===== config.mk =====
export PLATFORM = sky130hd
export DESIGN_NAME = xor_stream_checksum
export DESIGN_NICKNAME = d
export VERILOG_FILES = /design/src/rtl/xor_pkg.sv /design/src/rtl/xor_lane_fold.sv /design/src/rtl/xor_stream_checksum.sv
export SDC_FILE = /design/constraint.sdc
export NUM_CORES = 1
export LEC_CHECK = 0
export CAP_MARGIN = 30
export CELL_PAD_IN_SITES_DETAIL_PLACEMENT = 1
export CELL_PAD_IN_SITES_GLOBAL_PLACEMENT = 2
export CORE_MARGIN = 8
export CORE_UTILIZATION = 28
export DETAILED_ROUTE_END_ITERATION = 10
export HOLD_SLACK_MARGIN = 0.12
export PLACE_DENSITY_LB_ADDON = 0.1
export REMOVE_ABC_BUFFERS = 1
export SYNTH_ARGS = -nofsm -noshare
export SYNTH_HDL_FRONTEND = slang
export SYNTH_HIERARCHICAL = 1
export SYNTH_SLANG_ARGS = --single-unit

===== constraint.sdc =====
create_clock -name clk -period 2 [get_ports clk]
set_input_delay 0.2 -clock clk [delete_from_list [all_inputs] [get_ports clk]]
set_output_delay 0.2 -clock clk [all_outputs]
set_load 0.03 [all_outputs]

===== src/rtl/xor_pkg.sv =====
// Shared types and helpers for the XOR stream checksum block.
// Optional build macro: XOR_ROT_EN (rotating-XOR accumulation).
package xor_pkg;

    // Widest lane and most lanes the helper functions support.
    localparam int XW = 64;
    localparam int XL = 16;

    typedef enum logic {
        IDLE = 1'b0,
        ACC  = 1'b1
    } state_e;

    // XOR together `lanes` lanes of `width` bits each (lane 0 = LSBs).
    function automatic logic [XW-1:0] fold_lanes(input logic [XW*XL-1:0] data,
                                                 input int width,
                                                 input int lanes);
        logic [XW-1:0] r;
        logic [9:0]    idx;
        r = '0;
        for (int l = 0; l < XL; l++) begin
            for (int b = 0; b < XW; b++) begin
                if (l < lanes && b < width) begin
                    idx  = 10'(l * width + b);
                    r[b] = r[b] ^ data[idx];
                end
            end
        end
        return r;
    endfunction

    // Rotate the low `width` bits of v left by one; bits above width stay 0.
    function automatic logic [XW-1:0] rotl1(input logic [XW-1:0] v,
                                            input int width);
        logic [XW-1:0] r;
        logic [5:0]    msb;
        msb  = 6'(width - 1);
        r    = '0;
        r[0] = v[msb];
        for (int i = 1; i < XW; i++) begin
            if (i < width) r[i] = v[i-1];
        end
        return r;
    endfunction

endpackage


===== src/rtl/xor_lane_fold.sv =====
// Combinational LANES-to-1 XOR tree; one reduction column per output bit.
module xor_lane_fold #(
    parameter int WIDTH = 8,
    parameter int LANES = 2
) (
    input  logic [LANES-1:0][WIDTH-1:0] data,
    output logic [WIDTH-1:0]            fold
);

    for (genvar b = 0; b < WIDTH; b++) begin : g_bit
        logic [LANES-1:0] col;
        for (genvar l = 0; l < LANES; l++) begin : g_lane
            assign col[l] = data[l][b];
        end
        assign fold[b] = ^col;
    end

endmodule


===== src/rtl/xor_stream_checksum.sv =====
// Per-frame XOR checksum over LANES x WIDTH beats with valid/ready on both
// sides. Result is registered one cycle after the last beat is accepted.
// Optional build macro: XOR_ROT_EN -- non-first beats fold into rotl(acc,1).
module xor_stream_checksum
    import xor_pkg::*;
#(
    parameter int WIDTH     = 8,
    parameter int LANES     = 2,
    parameter int MAX_BEATS = 16
) (
    input  logic                           clk,
    input  logic                           rst,
    input  logic [LANES*WIDTH-1:0]         in_data,
    input  logic                           in_valid,
    input  logic                           in_first,
    input  logic                           in_last,
    output logic                           in_ready,
    output logic [WIDTH-1:0]               out_sum,
    output logic                           out_parity,
    output logic [$clog2(MAX_BEATS+1)-1:0] out_beats,
    output logic                           out_err,
    output logic                           out_valid,
    input  logic                           out_ready
);

    localparam int CW = $clog2(MAX_BEATS + 1);

    state_e           state_q, state_d;
    logic [WIDTH-1:0] acc_q, acc_d, acc_nx;
    logic [CW-1:0]    cnt_q, cnt_d, cnt_nx;
    logic             err_q, err_d, err_nx;
    logic [WIDTH-1:0] fold;
    logic [WIDTH-1:0] acc_base;
    logic [CW-1:0]    cnt_sat;
    logic             accept;
    logic             done;

    xor_lane_fold #(
        .WIDTH(WIDTH),
        .LANES(LANES)
    ) u_fold (
        .data(in_data),
        .fold(fold)
    );

    // A pending result blocks input only while it is not being consumed.
    assign in_ready = !out_valid || out_ready;
    assign accept   = in_valid && in_ready;
    assign done     = accept && in_last;

`ifdef XOR_ROT_EN
    logic [XW-1:0] rot_full;
    assign rot_full = rotl1(XW'(acc_q), WIDTH);
    assign acc_base = rot_full[WIDTH-1:0];
`else
    assign acc_base = acc_q;
`endif

    assign cnt_sat = (cnt_q == CW'(MAX_BEATS)) ? cnt_q : cnt_q + CW'(1);

    // Frame state register; reset drops any partial frame.
    always_ff @(posedge clk) begin
        if (rst) begin
            state_q <= IDLE;
            acc_q   <= '0;
            cnt_q   <= '0;
            err_q   <= 1'b0;
        end else begin
            state_q <= state_d;
            acc_q   <= acc_d;
            cnt_q   <= cnt_d;
            err_q   <= err_d;
        end
    end

    // Next frame state: *_nx is the post-beat value, *_d clears on frame end.
    always_comb begin
        state_d = state_q;
        acc_nx  = acc_q;
        cnt_nx  = cnt_q;
        err_nx  = err_q;
        if (accept) begin
            case (state_q)
                IDLE: begin
                    acc_nx  = fold;
                    cnt_nx  = CW'(1);
                    err_nx  = !in_first;
                    state_d = ACC;
                end
                ACC: begin
                    if (in_first) begin
                        // Restart: the unfinished frame is dropped and flagged.
                        acc_nx = fold;
                        cnt_nx = CW'(1);
                        err_nx = 1'b1;
                    end else begin
                        acc_nx = acc_base ^ fold;
                        cnt_nx = cnt_sat;
                        err_nx = err_q || (cnt_q == CW'(MAX_BEATS));
                    end
                end
                default: state_d = IDLE;
            endcase
        end
        acc_d = acc_nx;
        cnt_d = cnt_nx;
        err_d = err_nx;
        if (done) begin
            state_d = IDLE;
            acc_d   = '0;
            cnt_d   = '0;
            err_d   = 1'b0;
        end
    end

    // Result register: load on frame end, hold under backpressure.
    always_ff @(posedge clk) begin
        if (rst) begin
            out_valid  <= 1'b0;
            out_sum    <= '0;
            out_parity <= 1'b0;
            out_beats  <= '0;
            out_err    <= 1'b0;
        end else if (done) begin
            out_valid  <= 1'b1;
            out_sum    <= acc_nx;
            out_parity <= ^acc_nx;
            out_beats  <= cnt_nx;
            out_err    <= err_nx;
        end else if (out_ready) begin
            out_valid  <= 1'b0;
        end
    end

endmodule


Word level (Yosys, flattened, before mapping). Cells that the tools add are included. W data, S select, Z words.

Word-level logic and storage cells: 42. Bits of input ports: 22. Bits in registers: 31.

Equal/unequal tests: 1. Bitwise operators: 2. Reduce and logical (&&, ||, !) cells: 17. Muxes and demuxes: 12. Add/subtract/negate cells: 1.

Operator list (number): $mux W8 (2); $pmux W8 S2 (1); $reduce_xor A2 Y1 (8); $mux W5 (3); $pmux W5 S2 (1); $reduce_xor A8 Y1 (1); $xor A8 B8 Y8 (1); $add A5 B1 Y5 const B (1); $eq A5 B5 Y1 const B (1); $mux W1 (4); $logic_and A1 B1 Y1 (2); $logic_not A1 Y1 (2); $logic_or A1 B1 Y1 (2); $pmux W1 S2 (1); $reduce_bool A2 Y1 (1); $reduce_or A2 Y1 (1); $not A1 Y1 (1).

Longest topological paths before layout. Gate-level depths: netlist of run 1.

Depth in word-level cells: 6. Depth in mapped cells: 7. Mapped depth without buffers: 7.

Modules after synthesis. The synthesis of run 1 kept the hierarchy.

By module, submodules not included: xor_stream_checksum (times used 1, sequential area each 620.6 µm², cells each 199, area each 1552.7 µm²); xor_lane_fold (times used 1, sequential area each 0.0 µm², cells each 8, area each 70.1 µm²).

Least setup slack after synthesis of run 1. No wires, ideal clock.

Path type: register -> register. From: register out_valid. To: register out_parity. Buffers on the path: 2. Path slack: 262 ps. Data arrival time: 1674 ps. Library setup time: 63 ps. Required time: 1937 ps. Cell stages (with the launch flop): 7. Cell sequence: dfxtp_1 > nand2b_1 > clkbuf_1 > nand3_1 > clkbuf_1 > a2111oi_0 > nand3b_1.

Longest elaborated chain between the ends: 5. Elaborated cells on any way between the ends: 6.

RTL lines: start, declared (RTL line xor_stream_checksum.sv:22) `output logic out_valid,`; start signal, assigned (RTL line xor_stream_checksum.sv:119) `out_valid <= 1'b0;`; start signal, assigned (RTL line xor_stream_checksum.sv:125) `out_valid <= 1'b1;`; start signal, assigned (RTL line xor_stream_checksum.sv:131) `out_valid <= 1'b0;`; $logic_not A1 Y1 * (RTL line xor_stream_checksum.sv:47) `assign in_ready = !out_valid || out_ready;`; $logic_or A1 B1 Y1 * (RTL line xor_stream_checksum.sv:47); named net in_ready (RTL line xor_stream_checksum.sv:17) `output logic in_ready,`; $logic_and A1 B1 Y1 * (RTL line xor_stream_checksum.sv:48) `assign accept = in_valid && in_ready;`; $mux W8 (RTL line xor_stream_checksum.sv:82) `if (accept) begin`; $reduce_xor A8 Y1 (RTL line xor_stream_checksum.sv:127) `out_parity <= ^acc_nx;`; end signal, assigned (RTL line xor_stream_checksum.sv:127); end, declared (RTL line xor_stream_checksum.sv:19) `output logic out_parity,`.

Mark *: on every way through the listed nets, which the timed path passes. The rest lies on a longest branch. A chain may end at the register's enable or synchronous reset.

Final worst setup path of run 1.
From: input out_ready. To: output in_ready.

Longest elaborated chain between the ends: 1.

RTL lines: start, declared (RTL line xor_stream_checksum.sv:23) `input logic out_ready`; $logic_or A1 B1 Y1 (RTL line xor_stream_checksum.sv:47); end, declared (RTL line xor_stream_checksum.sv:17).

Every way passes these cells.

==> results.cfg, run 1 <==
[worst_setup_path]
crit_type = primary input to output pin
r2r_slack_ns = 0.37
crit_arrival_ns = 1.58
cp.required_ns = 1.80
critPathMaxFanout = 7
worst_setup_path_start_kind = primary input
cp-end-kind = output pin

[drt]
drt-wirelength-per-cell_um = 15.1
ant_nets = 0
wirelength_um = 4950
remaining_drc_errors = 0
firstDrtPassIters = 4
drtIter0Drc = 46
routed_via_density = 4.86
num_vias = 1600

[sta]
clock.fmax_mhz = 563
finalHoldViolCount = 0
period_minus_slack_ns = 1.78
skew_ns = 0.00665
finalSetupViolCount = 0
worstMarginPinSlew_ns = 0.506
fin_crit_sh = 0.888
slew_violations = 0
setup-tns-final_ns = 0
rsz0062_at_grt = no
relSlewSlack = 0.662

[placed_design]
place.gp.congestion = 0.758
hpwlAfterDp_um = 3700
dp.cells = 321
io_buffers = 38
placed_area_um2 = 2170

[power_and_ir_drop]
clockPowerShare = 0.374
p_seq_frac = 0.386
p_int_w = 0.00125
comb_power_share = 0.239
switching_share = 0.285
p_sw_w = 0.000499
peakVddDrop_v = 0.000276
p_leak_nw = 0.828
power_density_nw_per_um2 = 768
power.total_w = 0.00175

[floorplanning]
fp.dieH_um = 92.1
die-area_um2 = 8490
core-area_um2 = 5540
std_cell_rows = 27
top_level_ports = 39
chipWidth_um = 92.1
floorplan.initialDensity = 0.293

[synthesis]
avgSynthCellArea_um2 = 7.84
synth_edf_count = 0
synthFlopType = dfxtp_1
yosys_warnings = 6
asyncSetResetFlopFracSynth = 0
syn-cell-area_um2 = 1620
synth-seq-cells = 31
synth_cells = 207
seq_area_frac_synth = 0.382
ys_types = 27

[cells_and_area]
syn_to_final_growth_pct = 40.7
layout_common_cells = clkdlybuf4s50_1, dfxtp_1, nand2_1, nor2_1, xor2_1
nets = 280
antenna_cells = 0
drive_gt1_frac = 0.0973
stdcell_count = 329
final_area_um2 = 2280
final_common_cell = clkdlybuf4s50_1
fin_util = 0.412

[clock_tree]
cts.sinks = 31
cts_made_buffers = 5
cts_setup_buffers = 0
clock_latency_ns = 0.29
cts-root-buf = clkbuf_8
post_cts_resized = 0
cts_tree = built
postCtsHoldBufs = 0
cts_max_path_buffers = 2
h-tree-depth = 2
path_clk_slew_ns = 0.07

[outcome]
status = completed

[worst_hold_path]
hold_class = flop to flop

[global_route]
grt_remaining_overflow = 0
first_global_vias = 1674
grt_pass1_wl_um = 8220
grt_max_degree = 23
grt_usage = 0.120
antenna_found_initial = 0

[job]
maxCapViolCount = 0
[stage by stage]
stage,worst slack [ns],hold slack [ns]
floorplan,0.221,0.269
global placement,0.0193,0.446
detailed placement,-0.0283,0.458
CTS,0.215,0.469
global route,0.169,0.496
finish,0.223,0.462
[registers in the layout (all words and copies together), names as in the netlist]
name        flops
acc_base        8
cnt_q           5
err_q           1
out_beats       5
out_err         1
out_parity      1
out_sum         8
out_valid       1
state_q         1
[worst max-delay path, cell delays in order]
cell             delay, ns
clkdlybuf4s50_1       0.45
nand2b_1              0.22
clkdlybuf4s50_1       0.71
[power by group through the flow]
stage          logic, W  clock network (W)  registers [W]
2_1_floorplan  0.000200                  0       0.000726
3_3_place_gp   0.000413                  0       0.000690
3_5_place_dp   0.000424                  0       0.000693
4_1_cts        0.000428           0.000682       0.000678
5_1_grt        0.000459           0.000710       0.000684
6_report       0.000420           0.000656       0.000678
[cell usage after synthesis (all sizes together), types with 2 or more instances]
library cell	count	area, um^2
a311oi	3	26.3
nand3	15	75.1
nand2b	2	12.5
xnor2	14	123
clkbuf	7	26.3
xor2	19	166
nand2	30	113
o21ai	9	45.0
dfxtp	31	621
nor2	26	97.6
a211oi	8	60.1
buf	6	28.8
nor2b	3	18.8
inv	4	15.0
a21oi	18	90.1
ha	2	25.0
[final timing paths]
kind	start	end	depth (start not counted)
setup / recovery	out_ready	in_ready	3
hold / removal	out_beats[2]	out_beats[2]	2
setup reg to reg	cnt_q[0]	out_beats[2]	6
hold reg to reg	out_beats[2]	out_beats[2]	2
[per-layer routing]
layer  vias to the layer above  global-route usage  share of wire
met5                         -                   0              0
met4                         0              0.0336          0.010
met3                         7              0.0399          0.048
met2                        28               0.209           0.48
met1                       771               0.137           0.46
li1                        794                   -              -
[cells by family (layout without fill, tap and decap cells)]
group / count (synthesis) / after routing / synth area share
compound gates: 42 / 42 / 0.157
flops: 31 / 31 / 0.382
xor+xnor: 33 / 33 / 0.178
buf+inv: 17 / 67 / 0.0432
simple gates: 82 / 82 / 0.224
fa+ha+maj: 2 / 2 / 0.0154
[area by class of cell]
cell class              instances  area [um^2]
multi-input cells             159          932
flip-flops and latches         31          621
repair buffers                 55          508
inverters                       4         15.0
clock inverters                 2         35.0
clock buffers                   6         82.6
fillers                       670         3260
well taps                      72         90.1
Note: power is estimated with default switching activity, not from simulation.
==> run 2: changes to the inputs <==
CAP_MARGIN = 20   (was 30)
==> results of run 2 <==
Same layout as run 1: the final DEF is identical, and so are final timing and power.
